$ cat src/rtl/ifmap_feeder_pkg.sv
// rtl/ifmap_feeder_pkg.sv - shared types, defaults and frame sizing for the ifmap feeder
package feeder_pkg;

  localparam int DATA_W        = 64;
  localparam int ROWS          = 64;
  localparam int WORDS_PER_ROW = 256;
  localparam int FIFO_DEPTH    = 16;
  localparam int CNT_W         = 17;

  typedef enum logic [1:0] {
    IDLE   = 2'd0,
    STREAM = 2'd1,
    DONE   = 2'd2
  } feeder_state_e;

  function automatic logic [CNT_W-1:0] frame_words(
    input logic [1:0] cfg_ci,
    input int         rows = ROWS,
    input int         wpr  = WORDS_PER_ROW
  );
    logic [31:0] n;
    n = rows * wpr * (int'(cfg_ci) + 1);
    return n[CNT_W-1:0];
  endfunction

endpackage

$ cat src/rtl/ifmap_feeder_if.sv
// rtl/ifmap_feeder_if.sv - host word stream and controller read_I/Idata bundle
interface ifmap_feeder_if #(
  parameter int DATA_W = 64
);
  logic              host_valid;
  logic [DATA_W-1:0] host_data;
  logic              host_ready;
  logic              read_I;
  logic [DATA_W-1:0] Idata;
  logic              i_valid;

  modport master (
    output host_valid, host_data, read_I,
    input  host_ready, Idata, i_valid
  );

  modport slave (
    input  host_valid, host_data, read_I,
    output host_ready, Idata, i_valid
  );
endinterface

$ cat src/rtl/ifmap_feeder_sync_fifo.sv
// rtl/ifmap_feeder_sync_fifo.sv - single-clock FIFO with registered read data
module sync_fifo #(
  parameter int DATA_W     = 64,
  parameter int FIFO_DEPTH = 16
) (
  input  logic              clk,
  input  logic              rst,
  input  logic              push,
  input  logic              pop,
  input  logic [DATA_W-1:0] wdata,
  output logic [DATA_W-1:0] rdata,
  output logic              full,
  output logic              empty
);
  localparam int AW = $clog2(FIFO_DEPTH);

  logic [DATA_W-1:0] mem_q [FIFO_DEPTH];
  logic [AW:0]       wptr_q;
  logic [AW:0]       rptr_q;
  logic [DATA_W-1:0] rdata_q;
  logic              do_push;
  logic              do_pop;

  // Extra pointer MSB tells full from empty once the indices wrap.
  assign full    = (wptr_q[AW] != rptr_q[AW]) && (wptr_q[AW-1:0] == rptr_q[AW-1:0]);
  assign empty   = (wptr_q == rptr_q);
  assign do_push = push && !full;
  assign do_pop  = pop && !empty;
  assign rdata   = rdata_q;

  always_ff @(posedge clk or posedge rst) begin
    if (rst) begin
      wptr_q  <= '0;
      rptr_q  <= '0;
      rdata_q <= '0;
    end else begin
      if (do_push) begin
        wptr_q <= wptr_q + 1'b1;
      end
      if (do_pop) begin
        rdata_q <= mem_q[rptr_q[AW-1:0]];
        rptr_q  <= rptr_q + 1'b1;
      end
    end
  end

  always_ff @(posedge clk) begin
    if (do_push) begin
      mem_q[wptr_q[AW-1:0]] <= wdata;
    end
  end

endmodule

$ cat src/rtl/ifmap_feeder.sv
// rtl/ifmap_feeder.sv - buffers host feature words and answers read_I with one registered word per request
module ifmap_feeder #(
  parameter int DATA_W        = feeder_pkg::DATA_W,
  parameter int ROWS          = feeder_pkg::ROWS,
  parameter int WORDS_PER_ROW = feeder_pkg::WORDS_PER_ROW,
  parameter int FIFO_DEPTH    = feeder_pkg::FIFO_DEPTH,
  parameter int CNT_W         = feeder_pkg::CNT_W
) (
  input  logic                 clk,
  input  logic                 rst,
  input  logic                 start_conv,
  input  logic [1:0]           cfg_ci,
  ifmap_feeder_if.slave        bus,
  output logic                 frame_done,
  output logic                 underflow,
  output logic                 busy
);
  localparam logic [1:0] ST_IDLE   = feeder_pkg::IDLE;
  localparam logic [1:0] ST_STREAM = feeder_pkg::STREAM;
  localparam logic [1:0] ST_DONE   = feeder_pkg::DONE;

  logic [1:0]       state_q, state_d;
  logic [CNT_W-1:0] total_q, total_d;
  logic [CNT_W-1:0] in_cnt_q, in_cnt_d;
  logic [CNT_W-1:0] out_cnt_q, out_cnt_d;
  logic             underflow_q, underflow_d;
  logic             i_valid_q;
  logic             streaming;
  logic             host_ready;
  logic             push;
  logic             pop;
  logic             fifo_full;
  logic             fifo_empty;
  logic [DATA_W-1:0] fifo_rdata;

  assign streaming  = (state_q == ST_STREAM);
  assign host_ready = streaming && !fifo_full && (in_cnt_q < total_q);
  assign push       = bus.host_valid && host_ready;
  assign pop        = bus.read_I && streaming && !fifo_empty;

  sync_fifo #(
    .DATA_W     (DATA_W),
    .FIFO_DEPTH (FIFO_DEPTH)
  ) u_fifo (
    .clk   (clk),
    .rst   (rst),
    .push  (push),
    .pop   (pop),
    .wdata (bus.host_data),
    .rdata (fifo_rdata),
    .full  (fifo_full),
    .empty (fifo_empty)
  );

  always_comb begin
    state_d     = state_q;
    total_d     = total_q;
    in_cnt_d    = in_cnt_q;
    out_cnt_d   = out_cnt_q;
    underflow_d = underflow_q | (bus.read_I && !pop);
    case (state_q)
      ST_IDLE: begin
        if (start_conv) begin
          state_d   = ST_STREAM;
          total_d   = CNT_W'(feeder_pkg::frame_words(cfg_ci, ROWS, WORDS_PER_ROW));
          in_cnt_d  = '0;
          out_cnt_d = '0;
        end
      end
      // out_cnt lands on total in the i_valid cycle of the last word, so
      // leaving here one cycle later puts frame_done right after that pulse.
      ST_STREAM: begin
        if (out_cnt_q == total_q) begin
          state_d = ST_DONE;
        end
      end
      ST_DONE: state_d = ST_IDLE;
      default: state_d = ST_IDLE;
    endcase
    if (push) begin
      in_cnt_d = in_cnt_q + 1'b1;
    end
    if (pop) begin
      out_cnt_d = out_cnt_q + 1'b1;
    end
  end

  always_ff @(posedge clk or posedge rst) begin
    if (rst) begin
      state_q     <= ST_IDLE;
      total_q     <= '0;
      in_cnt_q    <= '0;
      out_cnt_q   <= '0;
      underflow_q <= 1'b0;
      i_valid_q   <= 1'b0;
    end else begin
      state_q     <= state_d;
      total_q     <= total_d;
      in_cnt_q    <= in_cnt_d;
      out_cnt_q   <= out_cnt_d;
      underflow_q <= underflow_d;
      i_valid_q   <= pop;
    end
  end

  assign bus.host_ready = host_ready;
  assign bus.Idata      = fifo_rdata;
  assign bus.i_valid    = i_valid_q;
  assign frame_done     = (state_q == ST_DONE);
  assign underflow      = underflow_q;
  assign busy           = streaming;

endmodule

$ cat src/flat_wrapper.sv
// flat-port wrapper written by rule: the top's interface ports become plain ports
module ifmap_feeder_flat 
#(
  parameter int DATA_W        = feeder_pkg::DATA_W,
  parameter int ROWS          = feeder_pkg::ROWS,
  parameter int WORDS_PER_ROW = feeder_pkg::WORDS_PER_ROW,
  parameter int FIFO_DEPTH    = feeder_pkg::FIFO_DEPTH,
  parameter int CNT_W         = feeder_pkg::CNT_W
)
  (clk, rst, start_conv, cfg_ci, frame_done, underflow, busy, bus_host_valid, bus_host_data, bus_read_I, bus_host_ready, bus_Idata, bus_i_valid);
  ifmap_feeder_if #(.DATA_W(DATA_W)) bus_i ();
  input  logic clk;
  input  logic rst;
  input  logic start_conv;
  input  logic [1:0] cfg_ci;
  output logic frame_done;
  output logic underflow;
  output logic busy;
  input wire logic [$bits(bus_i.host_valid)-1:0] bus_host_valid;
  input wire logic [$bits(bus_i.host_data)-1:0] bus_host_data;
  input wire logic [$bits(bus_i.read_I)-1:0] bus_read_I;
  output wire logic [$bits(bus_i.host_ready)-1:0] bus_host_ready;
  output wire logic [$bits(bus_i.Idata)-1:0] bus_Idata;
  output wire logic [$bits(bus_i.i_valid)-1:0] bus_i_valid;
  assign bus_i.host_valid = bus_host_valid;
  assign bus_i.host_data = bus_host_data;
  assign bus_i.read_I = bus_read_I;
  assign bus_host_ready = bus_i.host_ready;
  assign bus_Idata = bus_i.Idata;
  assign bus_i_valid = bus_i.i_valid;
  ifmap_feeder #(.DATA_W(DATA_W), .ROWS(ROWS), .WORDS_PER_ROW(WORDS_PER_ROW), .FIFO_DEPTH(FIFO_DEPTH), .CNT_W(CNT_W)) u_core (.clk(clk), .rst(rst), .start_conv(start_conv), .cfg_ci(cfg_ci), .bus(bus_i), .frame_done(frame_done), .underflow(underflow), .busy(busy));
endmodule
$ cat config.mk
export PLATFORM = sky130hd
export DESIGN_NAME = ifmap_feeder_flat
export DESIGN_NICKNAME = d
export VERILOG_FILES = /design/src/rtl/ifmap_feeder_pkg.sv /design/src/rtl/ifmap_feeder_if.sv /design/src/rtl/ifmap_feeder_sync_fifo.sv /design/src/rtl/ifmap_feeder.sv /design/src/flat_wrapper.sv
export SDC_FILE = /design/constraint.sdc
export NUM_CORES = 1
export LEC_CHECK = 0
export CAP_MARGIN = 20
export CORE_MARGIN = 5
export CORE_UTILIZATION = 55
export CTS_CLUSTER_SIZE = 8
export DETAILED_ROUTE_END_ITERATION = 6
export PLACE_DENSITY = 0.82
export REMOVE_ABC_BUFFERS = 1
export SETUP_SLACK_MARGIN = 0.4
export SLEW_MARGIN = 20
export SYNTH_ARGS = -nofsm -noshare
export SYNTH_HDL_FRONTEND = slang
export SYNTH_SLANG_ARGS = --single-unit
$ cat constraint.sdc
create_clock -name clk -period 4.1 [get_ports clk]
set_input_delay 0.41 -clock clk [delete_from_list [all_inputs] [get_ports clk]]
set_output_delay 0.41 -clock clk [all_outputs]
set_load 0.02 [all_outputs]
==> impl_metrics.tcl <==
set metrics [dict create \
    fin_tns_setup_ns 0 \
    first_iter_violations 3228 \
    clock-root-buffer "clkbuf_16" \
    rsz0062_at_grt "false" \
    area_growth_pct 18.0 \
    io_buffers 139 \
    cts_inserted_buffers 160 \
    firstDrtPassIters 5 \
    route.detailed.drc 0 \
    synth_top_area_share 0.713 \
    fin_crit_sh 0.825 \
    maxSlewHeadroom 0.275 \
    fin_cells 3435 \
    drt-wirelength-per-cell_um 33.4 \
    cp.arrival_ns 2.97 \
    grt_max_degree 152 \
    grtUsageTotal 0.272 \
    placedInstanceArea_um2 46200 \
    crit_fanout 16 \
    worstPathRequired_ns 3.69 \
    tritoncts "done" \
    antenna_left 0 \
    status "completed" \
    ys_types 48 \
    dp_hpwl_um 56100 \
    place_congestion 0.797 \
    viasPerCell 6.82 \
    cts.hold.buffers_added 0 \
    yosys-mux-area-fraction 0.135 \
    synth_edf_count 1024 \
    ir_worst_vdd_uv 604 \
    grt_pass1_vias 24627 \
    synthTopCellsByArea "edfxtp_1, mux4_2, dfrtp_1" \
    die_w_um 290 \
    dieHeight_um 290 \
    clockBufferDepth 3 \
    yosys_warnings 0 \
    synth_common_cells "edfxtp_1, mux4_2, o22ai_1" \
    synth_ff_type "edfxtp_1" \
    leakagePower_uw 0.0166 \
    max_cap_violations 0 \
    dp.cells 3151 \
    cts.sinks 1139 \
    yosys.area_share.simple 0.0254 \
    hold_path_class "input port to asynchronous set/reset pin" \
    async_flop_share 0.101 \
    cts.repair.resized 0 \
    synth.avg_cell_area_um2 21.3 \
    yosysMostFrequentCell "edfxtp_1" \
    antenna_found_initial 6 \
    maxSlewViolCount 0 \
    critical_path_class "flop to output port" \
    netlist_area_um2 43100 \
    grt_overflow 0 \
    layout_min_cycle_time_ns 3.38 \
    fmax_ghz 0.296 \
    die-area_um2 84100 \
    worstSetupStartpointType "flop" \
    clk-insertion-delay-late_ns 0.75 \
    nets 2355 \
    initial_core_util 0.556 \
    ios 140 \
    h-tree-depth 4 \
    fin_skew_ns 0.0364 \
    ys_ff_latch 1139 \
    core_area_um2 77600 \
    yosysTopAreaCell "edfxtp_1" \
    ys_seq_area_frac 0.780 \
    end_kind "output port" \
    row_count 102 \
    drive_above_1_share 0.223 \
    worstMarginPinSlew_ns 1.09 \
    synthCells 2022 \
    synthXorXnorAreaFrac 0.00406 \
    cts.clk_slew.worst_paths_ns 0.05 \
    stdcell_area_um2 50900 \
    vias 23424 \
    drt-total-wl_um 115000 \
    synthAdderAreaFrac 0.00319 \
    power_density_nw_per_um2 732 \
    synth_top_family_by_area "multiplexers" \
    cts_setup_buffers 0 \
    finalSetupViolations 0 \
    hold_viol_final 0 \
    synth_compound_area_frac 0.0388 \
    utilization 0.656 \
    grt_pass1_wl_um 169000 \
]
## through the flow
step                setup WS [ns]  total power, uW  hold slack, ns
finish                      0.719            37300           0.233
global placement            0.707            24200           0.439
global route                0.613            38500           0.251
detailed placement          0.591            24600           0.466
CTS                         0.515            37300           0.214
floorplan                   -6.11            21400           0.469
## power breakdown
part           internal, uW  switching [uW]
registers             14200             840
logic                  4180            5580
clock network          7390            5030
## critical path: stages, from the launching register on
cell	delay (ns)
dfrtp_1	0.43
ha_1	0.32
a21oi_1	0.26
o21ai_2	0.12
buf_4	0.21
a21oi_1	0.22
clkdlybuf4s50_1	0.65
## worst paths after layout
| check | start | end | slack (ns) | depth (start not counted) |
|---|---|---|---|---|
| max | u_core.in_cnt_q[15]$_DFFE_PP0P_ | bus_host_ready | 0.72 | 6 |
| min | rst | u_core.u_fifo.rdata[56]$_DFFE_PP0P_ | 0.23 | 2 |
| max reg2reg | u_core.u_fifo.rptr_q[3]$_DFFE_PP0P_ | u_core.u_fifo.mem_q[8][29]$_DFFE_PP_ | 0.87 | 6 |
| min reg2reg | u_core.u_fifo.rdata[7]$_DFFE_PP0P_ | u_core.u_fifo.rdata[7]$_DFFE_PP0P_ | 0.48 | 2 |
| max in group asynchronous | rst | u_core.u_fifo.rdata[19]$_DFFE_PP0P_ | 2.99 | 3 |
| min in group clk | cfg_ci[0] | u_core.total_q[14]$_DFFE_PP0P_ | 0.26 | 2 |
## layout make-up
type	instances	area (um^2)
inverters	11	46.3
clock inverters	14	248
multi-input cells	757	9030
well taps	1040	1300
clock buffers	267	4450
flip-flops and latches	1139	33600
diodes	3	7.51
fillers	4668	26700
repair buffers	204	2160
## registers in the layout, summed over array words and instances (netlist names)
| signal | flops |
|---|---|
| u_core.total_q | 3 |
| u_core.underflow | 1 |
| u_core.u_fifo.wptr_q | 5 |
| u_core.in_cnt_q | 17 |
| u_core.u_fifo.mem_q | 1024 |
| u_core.out_cnt_q | 17 |
| u_core.bus.i_valid | 1 |
| u_core.u_fifo.rptr_q | 5 |
| u_core.state_q | 2 |
| u_core.u_fifo.rdata | 64 |
## cell families (layout without fill, tap and decap cells)
family                   after synthesis  in the layout
multiplexers                         263            263
other                                  0              3
XOR/XNOR                              20             20
flip-flops                          1139           1139
AND/OR/NAND/NOR                      220            220
AO/OA/AOI/OAI                        243            243
buffers and inverters                126            496
adder cells (fa/ha/maj)               11             11
## cells in the final DEF, fill, tap and decap left out, types with 4 or more instances in the layout
cell	instances
mux4_2	256
xor2_1	12
o21ai_0	11
or3_1	8
mux2i_1	5
nand2_1	96
dfrtp_1	112
nor3_1	8
a21oi_1	6
nor2b_1	4
and3_4	12
and3_1	7
buf_4	42
xnor2_1	8
buf_12	22
nor2_1	12
inv_16	4
nand3_1	28
clkdlybuf4s50_1	139
clkinv_8	5
nor4_1	8
clkbuf_1	104
inv_1	10
inv_6	4
and4_1	5
edfxtp_1	1024
nand4_1	9
and2_1	6
clkbuf_16	161
a221o_1	8
ha_1	11
a21o_1	4
o31ai_1	68
o22ai_1	128
## metal layers
layer / routed length (um) / part of all wire / track usage
met1: 39800 / 0.35 / 0.359
met2: 58200 / 0.51 / 0.446
met3: 12700 / 0.11 / 0.0715
met4: 4050 / 0.035 / 0.0993
met5: 34 / 0.00030 / 0
Power figures use the tool's default switching activity.
